<file path="src/rtl/dense_layer_seq_if.sv">
// Handshake and memory-port bundle for the sequential dense layer.
// The compute block attaches through the slave modport. The environment
// (the input producer, the output consumer and the weight/bias memories)
// attaches through the master modport.
interface dense_layer_seq_if #(
  parameter int IN_FEATURES  = 128,
  parameter int OUT_FEATURES = 64,
  parameter int DATA_W       = 8,
  parameter int W_W          = 16,
  parameter int ACC_W        = 48
);
  localparam int WA_W = (IN_FEATURES * OUT_FEATURES > 1) ? $clog2(IN_FEATURES * OUT_FEATURES) : 1;
  localparam int BA_W = (OUT_FEATURES > 1) ? $clog2(OUT_FEATURES) : 1;

  // input vector stream
  logic [IN_FEATURES*DATA_W-1:0]  data_in;
  logic                           in_valid;
  logic                           in_ready;

  // weight memory read port
  logic [WA_W-1:0]                w_addr;
  logic                           w_rd_en;
  logic signed [W_W-1:0]          w_rdata;

  // bias memory read port
  logic [BA_W-1:0]                b_addr;
  logic                           b_rd_en;
  logic signed [ACC_W-1:0]        b_rdata;

  // result vector stream
  logic [OUT_FEATURES*DATA_W-1:0] data_out;
  logic                           out_valid;
  logic                           out_ready;

  logic                           busy;

  modport slave (
    input  data_in, in_valid,
    output in_ready,
    output w_addr, w_rd_en,
    input  w_rdata,
    output b_addr, b_rd_en,
    input  b_rdata,
    output data_out, out_valid,
    input  out_ready,
    output busy
  );

  modport master (
    output data_in, in_valid,
    input  in_ready,
    input  w_addr, w_rd_en,
    output w_rdata,
    input  b_addr, b_rd_en,
    output b_rdata,
    input  data_out, out_valid,
    output out_ready,
    input  busy
  );
endinterface

</file>
<file path="src/rtl/dense_layer_seq.sv">
// Sequential fully-connected layer: one multiply-accumulate per cycle.
// Neuron i takes IN_FEATURES+2 cycles. Cycle 0 issues the bias read and
// the first weight read. Weight reads continue up to cycle IN_FEATURES-1,
// each read returns one cycle later, and the scaled, clamped result is
// written to output element i in the last cycle.
// All handshake and memory-strobe outputs come straight from flops. Their
// next values are derived from the next FSM state.
module dense_layer_seq #(
  parameter int IN_FEATURES  = 128,
  parameter int OUT_FEATURES = 64,
  parameter int DATA_W       = 8,
  parameter int W_W          = 16,
  parameter int ACC_W        = 48,
  parameter int FRAC_SHIFT   = 16,
  parameter int RELU         = 1
) (
  input  logic              clk,
  input  logic              rst,
  dense_layer_seq_if.slave  bus
);

  localparam int IN_W   = IN_FEATURES * DATA_W;
  localparam int OUT_W  = OUT_FEATURES * DATA_W;
  localparam int WA_W   = (IN_FEATURES * OUT_FEATURES > 1) ? $clog2(IN_FEATURES * OUT_FEATURES) : 1;
  localparam int BA_W   = (OUT_FEATURES > 1) ? $clog2(OUT_FEATURES) : 1;
  localparam int CYC_W  = $clog2(IN_FEATURES + 2);
  localparam int PROD_W = DATA_W + W_W + 1;

  localparam logic [CYC_W-1:0] CYC_LAST_RD = CYC_W'(IN_FEATURES - 1);
  localparam logic [CYC_W-1:0] CYC_LAST    = CYC_W'(IN_FEATURES + 1);
  localparam logic [BA_W-1:0]  NEURON_LAST = BA_W'(OUT_FEATURES - 1);

  // clamp bounds, expressed at accumulator width for signed comparison
  localparam logic signed [ACC_W-1:0] U_MAX = {{(ACC_W-DATA_W){1'b0}}, {DATA_W{1'b1}}};
  localparam logic signed [ACC_W-1:0] S_MAX = {{(ACC_W-DATA_W+1){1'b0}}, {(DATA_W-1){1'b1}}};
  localparam logic signed [ACC_W-1:0] S_MIN = {{(ACC_W-DATA_W+1){1'b1}}, {(DATA_W-1){1'b0}}};

  typedef enum logic [1:0] {
    S_IDLE,
    S_COMPUTE,
    S_OUTPUT
  } state_t;

  state_t                   state_q, state_d;
  logic [BA_W-1:0]          neuron_q, neuron_d;
  logic [CYC_W-1:0]         cyc_q, cyc_d;
  logic [IN_W-1:0]          x_q, x_d;
  logic signed [ACC_W-1:0]  acc_q, acc_d;
  logic [OUT_W-1:0]         data_out_q, data_out_d;
  logic [WA_W-1:0]          w_addr_q, w_addr_d;
  logic                     w_rd_en_q, w_rd_en_d;
  logic                     b_rd_en_q, b_rd_en_d;
  logic                     w_vld_q, w_vld_d;
  logic                     b_vld_q, b_vld_d;
  logic                     in_ready_q, in_ready_d;
  logic                     out_valid_q, out_valid_d;
  logic                     busy_q, busy_d;

  // The input register rotates by one element per returned weight. The
  // current element therefore always sits in the low slot, and after
  // IN_FEATURES returns the register is back in its original order for
  // the next neuron.
  logic [IN_W-1:0] x_rot;
  if (IN_FEATURES > 1) begin : g_rot
    assign x_rot = {x_q[DATA_W-1:0], x_q[IN_W-1:DATA_W]};
  end else begin : g_no_rot
    assign x_rot = x_q;
  end

  logic signed [DATA_W:0]    x_ext;
  logic signed [PROD_W-1:0]  prod;
  logic signed [ACC_W-1:0]   acc_base;
  logic signed [ACC_W-1:0]   shifted;
  logic [DATA_W-1:0]         result;

  // Datapath: multiply-accumulate, then the scale and clamp of the finished sum.
  always_comb begin
    // NOTE: every variable gets a value before any branch, so no latch is inferred.
    x_ext    = signed'({1'b0, x_q[DATA_W-1:0]});
    prod     = PROD_W'(x_ext) * PROD_W'(bus.w_rdata);
    acc_base = b_vld_q ? bus.b_rdata : acc_q;
    acc_d    = acc_q;
    if (w_vld_q) begin
      acc_d = acc_base + ACC_W'(prod);
    end

    shifted = acc_q >>> FRAC_SHIFT;
    result  = shifted[DATA_W-1:0];
    if (RELU != 0) begin
      if (shifted[ACC_W-1]) begin
        result = '0;
      end else if (shifted > U_MAX) begin
        result = '1;
      end
    end else begin
      if (shifted > S_MAX) begin
        result = S_MAX[DATA_W-1:0];
      end else if (shifted < S_MIN) begin
        result = S_MIN[DATA_W-1:0];
      end
    end
  end

  // FSM next state, counters, address generation and next values of the registered outputs.
  always_comb begin
    state_d    = state_q;
    neuron_d   = neuron_q;
    cyc_d      = cyc_q;
    x_d        = x_q;
    data_out_d = data_out_q;
    w_addr_d   = w_addr_q;

    unique case (state_q)
      S_IDLE: begin
        if (bus.in_valid) begin
          state_d  = S_COMPUTE;
          x_d      = bus.data_in;
          neuron_d = '0;
          cyc_d    = '0;
          w_addr_d = '0;
        end
      end
      S_COMPUTE: begin
        if (w_vld_q) begin
          x_d = x_rot;
        end
        // The address is a running count, so it is simply i*IN_FEATURES+j.
        if (w_rd_en_q) begin
          w_addr_d = w_addr_q + WA_W'(1);
        end
        if (cyc_q == CYC_LAST) begin
          for (int i = 0; i < OUT_FEATURES; i++) begin
            if (BA_W'(i) == neuron_q) begin
              data_out_d[i*DATA_W +: DATA_W] = result;
            end
          end
          cyc_d = '0;
          if (neuron_q == NEURON_LAST) begin
            state_d = S_OUTPUT;
          end else begin
            neuron_d = neuron_q + BA_W'(1);
          end
        end else begin
          cyc_d = cyc_q + CYC_W'(1);
        end
      end
      S_OUTPUT: begin
        if (bus.out_ready) begin
          state_d = S_IDLE;
        end
      end
      default: state_d = S_IDLE;
    endcase

    in_ready_d  = (state_d == S_IDLE);
    out_valid_d = (state_d == S_OUTPUT);
    busy_d      = (state_d != S_IDLE);
    w_rd_en_d   = (state_d == S_COMPUTE) && (cyc_d <= CYC_LAST_RD);
    b_rd_en_d   = (state_d == S_COMPUTE) && (cyc_d == '0);
    // read data returns exactly one cycle after its strobe
    w_vld_d     = w_rd_en_q;
    b_vld_d     = b_rd_en_q;
  end

  // State register. Reset wins over every other event.
  always_ff @(posedge clk) begin
    // NOTE: non-blocking assignments only, so every flop samples pre-edge values.
    if (rst) begin
      state_q     <= S_IDLE;
      neuron_q    <= '0;
      cyc_q       <= '0;
      // NOTE: the input vector register is reset too, so no operand from an abandoned run survives.
      x_q         <= '0;
      acc_q       <= '0;
      data_out_q  <= '0;
      w_addr_q    <= '0;
      w_rd_en_q   <= 1'b0;
      b_rd_en_q   <= 1'b0;
      w_vld_q     <= 1'b0;
      b_vld_q     <= 1'b0;
      in_ready_q  <= 1'b1;
      out_valid_q <= 1'b0;
      busy_q      <= 1'b0;
    end else begin
      state_q     <= state_d;
      neuron_q    <= neuron_d;
      cyc_q       <= cyc_d;
      x_q         <= x_d;
      acc_q       <= acc_d;
      data_out_q  <= data_out_d;
      w_addr_q    <= w_addr_d;
      w_rd_en_q   <= w_rd_en_d;
      b_rd_en_q   <= b_rd_en_d;
      w_vld_q     <= w_vld_d;
      b_vld_q     <= b_vld_d;
      in_ready_q  <= in_ready_d;
      out_valid_q <= out_valid_d;
      busy_q      <= busy_d;
    end
  end

  assign bus.in_ready  = in_ready_q;
  assign bus.out_valid = out_valid_q;
  assign bus.busy      = busy_q;
  assign bus.data_out  = data_out_q;
  assign bus.w_addr    = w_addr_q;
  assign bus.w_rd_en   = w_rd_en_q;
  assign bus.b_addr    = neuron_q;
  assign bus.b_rd_en   = b_rd_en_q;

endmodule
</file>
<file path="src/flat_wrapper.sv">
// flat-port wrapper written by rule: the top's interface ports become plain ports
module dense_layer_seq_flat 
#(
  parameter int IN_FEATURES  = 128,
  parameter int OUT_FEATURES = 64,
  parameter int DATA_W       = 8,
  parameter int W_W          = 16,
  parameter int ACC_W        = 48,
  parameter int FRAC_SHIFT   = 16,
  parameter int RELU         = 1
)
  (clk, rst, bus_data_in, bus_in_valid, bus_in_ready, bus_w_addr, bus_w_rd_en, bus_w_rdata, bus_b_addr, bus_b_rd_en, bus_b_rdata, bus_data_out, bus_out_valid, bus_out_ready, bus_busy);
  dense_layer_seq_if #(.IN_FEATURES(IN_FEATURES), .OUT_FEATURES(OUT_FEATURES), .DATA_W(DATA_W), .W_W(W_W), .ACC_W(ACC_W)) bus_i ();
  input  logic clk;
  input  logic rst;
  input wire logic [$bits(bus_i.data_in)-1:0] bus_data_in;
  input wire logic [$bits(bus_i.in_valid)-1:0] bus_in_valid;
  output wire logic [$bits(bus_i.in_ready)-1:0] bus_in_ready;
  output wire logic [$bits(bus_i.w_addr)-1:0] bus_w_addr;
  output wire logic [$bits(bus_i.w_rd_en)-1:0] bus_w_rd_en;
  input wire logic [$bits(bus_i.w_rdata)-1:0] bus_w_rdata;
  output wire logic [$bits(bus_i.b_addr)-1:0] bus_b_addr;
  output wire logic [$bits(bus_i.b_rd_en)-1:0] bus_b_rd_en;
  input wire logic [$bits(bus_i.b_rdata)-1:0] bus_b_rdata;
  output wire logic [$bits(bus_i.data_out)-1:0] bus_data_out;
  output wire logic [$bits(bus_i.out_valid)-1:0] bus_out_valid;
  input wire logic [$bits(bus_i.out_ready)-1:0] bus_out_ready;
  output wire logic [$bits(bus_i.busy)-1:0] bus_busy;
  assign bus_i.data_in = bus_data_in;
  assign bus_i.in_valid = bus_in_valid;
  assign bus_in_ready = bus_i.in_ready;
  assign bus_w_addr = bus_i.w_addr;
  assign bus_w_rd_en = bus_i.w_rd_en;
  assign bus_i.w_rdata = bus_w_rdata;
  assign bus_b_addr = bus_i.b_addr;
  assign bus_b_rd_en = bus_i.b_rd_en;
  assign bus_i.b_rdata = bus_b_rdata;
  assign bus_data_out = bus_i.data_out;
  assign bus_out_valid = bus_i.out_valid;
  assign bus_i.out_ready = bus_out_ready;
  assign bus_busy = bus_i.busy;
  dense_layer_seq #(.IN_FEATURES(IN_FEATURES), .OUT_FEATURES(OUT_FEATURES), .DATA_W(DATA_W), .W_W(W_W), .ACC_W(ACC_W), .FRAC_SHIFT(FRAC_SHIFT), .RELU(RELU)) u_core (.clk(clk), .rst(rst), .bus(bus_i));
endmodule
</file>
<file path="config.mk">
export PLATFORM = sky130hd
export DESIGN_NAME = dense_layer_seq_flat
export DESIGN_NICKNAME = d
export VERILOG_FILES = /design/src/rtl/dense_layer_seq_if.sv /design/src/rtl/dense_layer_seq.sv /design/src/flat_wrapper.sv
export SDC_FILE = /design/constraint.sdc
export NUM_CORES = 2
export LEC_CHECK = 0
export CORE_AREA = 2 2 628 630
export CTS_CLUSTER_DIAMETER = 40
export CTS_CLUSTER_SIZE = 28
export DETAILED_ROUTE_END_ITERATION = 10
export DIE_AREA = 0 0 630 632
export PLACE_DENSITY_LB_ADDON = 0.08
export SLEW_MARGIN = 20
export SYNTH_ARGS = -nofsm -noshare
export SYNTH_HDL_FRONTEND = slang
export SYNTH_SLANG_ARGS = --single-unit
</file>
<file path="constraint.sdc">
create_clock -name clk -period 10.7 [get_ports clk]
set_clock_uncertainty 0.1 [all_clocks]
set_input_delay 1.605 -clock clk [delete_from_list [all_inputs] [get_ports clk]]
set_output_delay 1.605 -clock clk [all_outputs]
set_load 0.05 [all_outputs]
</file>
Yosys cells after proc, flatten, opt, wreduce, memory -nomap -nowiden. Cells that the tools add are included.

Word-level logic and storage cells: 254. Input port bits: 1092. Bits in registers: 1620.

Multiply operators: 1. Muxes and demuxes: 21. $lt $le $gt $ge: 2. Eq/ne operators: 74. Reductions and logical operators: 75. $add $sub $neg: 4.

Operator list (number): 2-to-1 mux 1024 bit (2); case mux 1024 bit (2 select lines) (1); AND reduction 3 bit (66); equality test 6 bit (first input constant) (32); equality test 5 x 6 -> 1 bit (first input constant) (16); adder 48 x 25 -> 48 bit (1); equality test 4 x 6 -> 1 bit (first input constant) (8); 2-to-1 mux 48 bit (1); greater-than comparator 32 x 9 -> 1 bit (second input constant) (1); 2-to-1 mux 8 bit (4); 2-to-1 mux 13 bit (2); case mux 13 bit (2 select lines) (1); multiplier 9 x 16 -> 25 bit (1); equality test 3 x 6 -> 1 bit (first input constant) (4); 2-to-1 mux 6 bit (3); case mux 8 bit (2 select lines) (1); adder 13 x 1 -> 13 bit (second input constant) (1); equality test 2 x 6 -> 1 bit (first input constant) (2); case mux 6 bit (2 select lines) (1); adder 8 x 1 -> 8 bit (second input constant) (1); equality test 8 bit (second input constant) (1); <= comparator 8 x 7 -> 1 bit (second input constant) (1); zero test 8 bit (1); 2-to-1 mux 2 bit (4); 13 further kinds (21).

Longest topological paths before layout.
Depth in word-level cells: 6. Mapped depth: 25. Depth with buffers taken out: 23.

Worst setup path after synthesis. Ideal clock, no wire load.

Path type: input port to flip-flop. From: in bus_w_rdata[15]. To: reg u_core.acc_q[45]. Path buffers: 2. Data arrival time: 7665 ps. Slack: 2873 ps. Cell stages on the path: 20. Required time: 10538 ps. Path through: clkbuf_1 > nand2_1 > fa_1 > fa_1 > fa_1 > fa_1 > fa_1 > inv_1 > ha_1 > clkbuf_1 > a21o_1 > a21o_1 > a21o_1 > a21o_1 > a221oi_1 > o21ai_0 > a31oi_1 > nor3_1 > or4_1 > nand3_1.

Cells in the longest elaborated chain, start to end: 2.

Ends and longest elaborated chain: start: declaration (line flat_wrapper.sv:21) `input wire logic [$bits(bus_i.w_rdata)-1:0] bus_w_rdata;`; multiplier 9 x 16 -> 25 bit (line dense_layer_seq.sv:80) `prod = PROD_W'(x_ext) * PROD_W'(bus.w_rdata);`; adder 48 x 25 -> 48 bit (line dense_layer_seq.sv:84) `acc_d = acc_base + ACC_W'(prod);`; end signal: assignment (line dense_layer_seq.sv:174) `acc_q <= '0;`; end signal: assignment (line dense_layer_seq.sv:189) `acc_q <= acc_d;`; end: declaration (line dense_layer_seq.sv:48) `logic signed [ACC_W-1:0] acc_q, acc_d;`.

No other way between the ends. A chain may end at the register's enable or synchronous reset.

Worst setup path in the final report.
From: in bus_w_rdata[15]. To: reg u_core.acc_q[46].

The elaborated chain is that of the path after synthesis.

==> results by group <==
Pwr
  • Internal power: 0.0167 W
  • VDD IR max: 0.429 mV
  • Clock power frac: 48.4%
  • Pwr dens: 238 nW/um2
  • Comb pwr share: 25.3%
  • Net load switching power: 0.00895 W
  • Leak: 41.2 nW
  • Reg power frac: 26.3%
  • Switching Share: 34.8%

Status
  • Status: finished clean

Worst setup path
  • R2r endpoint: u_core.acc_q[46]$_SDFFE_PP0P_
  • Worst path slowest cell: fa_2
  • WP buf/inv: 2
  • Worst-path maximum fanout: 22
  • Critical Path RT: 11.37 ns
  • Sequence of cells on the critical path: clkdlybuf4s50_1 -> nand2_1 -> fa_1 -> fa_1 -> fa_1 -> fa_2 -> fa_1 -> inv_1 -> ha_1 -> a21oi_1 -> o21ai_0 -> or2_2 -> a2111oi_0 -> nor2_1 -> a31oi_1 -> o21ai_0 -> xnor2_1 -> o21ai_0
  • Crit path launch: bus_w_rdata[15]
  • Arr. time, crit path: 8.71 ns
  • R2R cell count: 17
  • Most prevalent standard cell on the critical path: fa_1
  • CP Depth: 18
  • Critical path endpoint category: flop
  • Largest delay share family, worst path: adder cells
  • Setup crit end: u_core.acc_q[46]$_SDFFE_PP0P_
  • Worst path max stage delay: 1.06 ns
  • RR Startpoint: u_core.x_q[0]$_SDFFE_PP0P_
  • Crit path kind: input pin to flop
  • CP startpoint kind: input pin
  • Reg2reg setup slack: 3.07 ns

Routing
  • Detailed-route via count: 71200
  • Antenna-violating nets left: 0
  • Drt first pass iters: 6
  • Vias per cell: 4.40
  • # DRC: 0
  • Iteration-0 DRC Markers: 4339
  • Wire per inst: 23.2 um
  • Final wirelength: 376000 um

STA
  • Unrepaired setup endpoints after global routing: no
  • Total negative setup slack: 0 ns
  • Max Fclk: 124 MHz
  • Minimum clock period: 8.04 ns
  • Final Hold Viols: 0
  • Max transition margin: 24.8%
  • Final period util: 75.1%
  • # setup viols final: 0
  • Final Slew Violations: 0
  • Slew @ Worst Pin: 1.13 ns

Floorplanning
  • Die Y: 632 um
  • IO Count: 1628
  • Die X-Extent: 630 um
  • Starting Density: 18.6%
  • Cell row count: 230
  • Die area: 398000 um2
  • Core area: 391000 um2

Clock tree
  • Hold_buf cts: 0
  • Post_cts resized: 0
  • Clock tree sinks: 1620
  • Total CTS buffers: 410
  • Max Root-Sink Buffers: 4
  • Root Buffer: clkbuf_16
  • Insertion delay to the later sink of the worst-skew pair: 0.94 ns
  • Clk slew on worst S/H paths: 0.05 ns
  • Postcts setup bufs: 0
  • Htree depth: 5
  • CTS tree: yes

Logic synthesis
  • Top cells by area, synth: dfxtp_1 (45%), a311oi_1 (12%), nand2_1 (11%), nor2_1 (10%), fa_1 (3.9%)
  • Largest area contributor in the netlist: dfxtp_1
  • Post-Syn Nets: 10600
  • Syn Inst Count: 9223
  • Post-synth top area share: 44.5%
  • Post-synth top flop: dfxtp_1
  • Number of synthesized flops with an enable pin: 0
  • Register area share after synthesis: 44.5%
  • Synthesized cell area: 72800 um2
  • Synth unique cells: 71
  • Syn avg cell area: 7.89 um2
  • Yosys reg bits: 1620
  • Synthesis Warnings: 0
  • Ys async rst share: 0%

Global route
  • Grt ovf: 0
  • Largest net degree at the start of global routing: 238
  • Number of antenna violations at the first check in global routing: 343
  • Vias in the first global route: 69000
  • First-pass GRT wire length: 520000 um
  • GRT Total Usage: 17.9%

Placement
  • DP HPWL: 272000 um
  • RePlAce Congestion: 0.810
  • IO buf count: 1627
  • Placed Cells: 15400

Finish
  • Nets: 11900
  • Fin util: 27.5%
  • Non-filler cells, final: 16200
  • Share of layout cells above drive strength 1: 7.62%
  • Area delta synth->final: 48.1%
  • Fill cell count: 42400

Worst hold path
  • Worst hold path class: flop to flop

Run
  • Max-cap violations: 0
==> per-layer routing <==
metal | part of all wire [%] | routed length [um] | track usage, % | vias to the layer above
met5 | 0.34 | 1260 | 0 | -
met4 | 3.9 | 14700 | 7.30 | 198
met3 | 7.5 | 28200 | 6.16 | 959
met2 | 48 | 180000 | 30.1 | 2169
met1 | 40 | 151000 | 20.7 | 33600
li1 | - | - | - | 34300
==> state kept, by name (all words and copies together) (netlist names) <==
name                  flops
u_core.bus.in_ready       1
u_core.bus.busy           1
u_core.bus.b_rd_en        1
u_core.bus.w_rd_en        1
u_core.x_q             1024
u_core.acc_q             48
u_core.bus.data_out     512
u_core.bus.w_addr        13
u_core.bus.b_addr         6
u_core.w_vld_q            1
u_core.bus.out_valid      1
u_core.state_q            2
u_core.cyc_q              8
u_core.b_vld_q            1
==> how the worst min path moves through the flow <==
stage                                               end                     startpoint  cells past startpoint  slack (ns)
after CTS                  u_core.x_q[989]$_SDFFE_PP0P_   u_core.x_q[997]$_SDFFE_PP0P_                      2        0.33
after floorplan           u_core.acc_q[37]$_SDFFE_PP0P_  u_core.acc_q[37]$_SDFFE_PP0P_                      2        0.35
after detailed placement   u_core.x_q[551]$_SDFFE_PP0P_   u_core.x_q[559]$_SDFFE_PP0P_                      2        0.37
final                      u_core.x_q[989]$_SDFFE_PP0P_   u_core.x_q[997]$_SDFFE_PP0P_                      2        0.33
after global routing       u_core.x_q[989]$_SDFFE_PP0P_   u_core.x_q[997]$_SDFFE_PP0P_                      2        0.37
after global placement     u_core.x_q[575]$_SDFFE_PP0P_   u_core.x_q[583]$_SDFFE_PP0P_                      2        0.36
==> kinds of logic after synthesis <==
kind of cell               count (synthesis)  synth area share [%]
xor gates and xnor gates                  62                 0.746
buffers and inverters                   1006                  5.30
DFF                                     1620                  44.5
muxes                                    211                  2.91
AOI/OAI and AO/OA                       1621                  16.9
and+or+nand+nor                         4466                  24.1
adders and majority gates                237                  5.55
==> per-stage QoR <==
step	power, W	setup WS (ns)	hold slack [ns]	instance area, um2
final	0.0257	2.66	0.329	108000
after detailed placement	0.0134	1.64	0.366	93700
after floorplan	0.0103	2.87	0.347	72800
after global routing	0.0270	2.26	0.370	108000
after global placement	0.0134	1.55	0.360	93600
after CTS	0.0261	2.66	0.333	108000
==> layout by cell type, fill, tap and decap left out, drive strengths merged, types with 95 or more instances in the layout <==
cell	n
clkdlybuf4s50	1626
diode	95
nand2	2207
clkinv	95
nor2	2044
dfxtp	1620
mux2i	205
a311oi	1028
fa	143
clkbuf	572
a21oi	455
inv	220
==> layout make-up <==
| class | instances | area [um2] | area share, % |
|---|---|---|---|
| antenna | 95 | 238 | 0.221 |
| sequential | 1620 | 32400 | 30.1 |
| tap | 5220 | 6530 | 6.06 |
| clock buffer | 572 | 11700 | 10.9 |
| clock inverter | 164 | 2130 | 1.98 |
| inverter | 212 | 796 | 0.738 |
| timing repair buffer | 1719 | 17300 | 16.1 |
| multi-input combinational | 6597 | 36600 | 34.0 |
==> cells in the mapped netlist, drive strengths merged, types with 60 or more instances <==
cell       n
clkbuf   734
a21oi    455
buf       60
ha        94
a311oi  1028
dfxtp   1620
and2      64
inv      211
fa       143
nor2    2044
nand2   2207
mux2i    205
==> worst min-delay path, delay by kind of cell (launching register included) <==
kind               cells  cell delay, ns
AOI/OAI and AO/OA      1            0.08
DFF                    1            0.30
and+or+nand+nor        1            0.05
==> power by group through the flow <==
stage | Sequential (W) | Clock (W) | Combinational [W]
finish | 0.00675 | 0.0124 | 0.00651
global route | 0.00679 | 0.0131 | 0.00709
CTS | 0.00675 | 0.0128 | 0.00660
detailed placement | 0.00686 | 0 | 0.00655
global placement | 0.00686 | 0 | 0.00658
floorplan | 0.00675 | 0 | 0.00358
(Power assumes the default switching activity.)
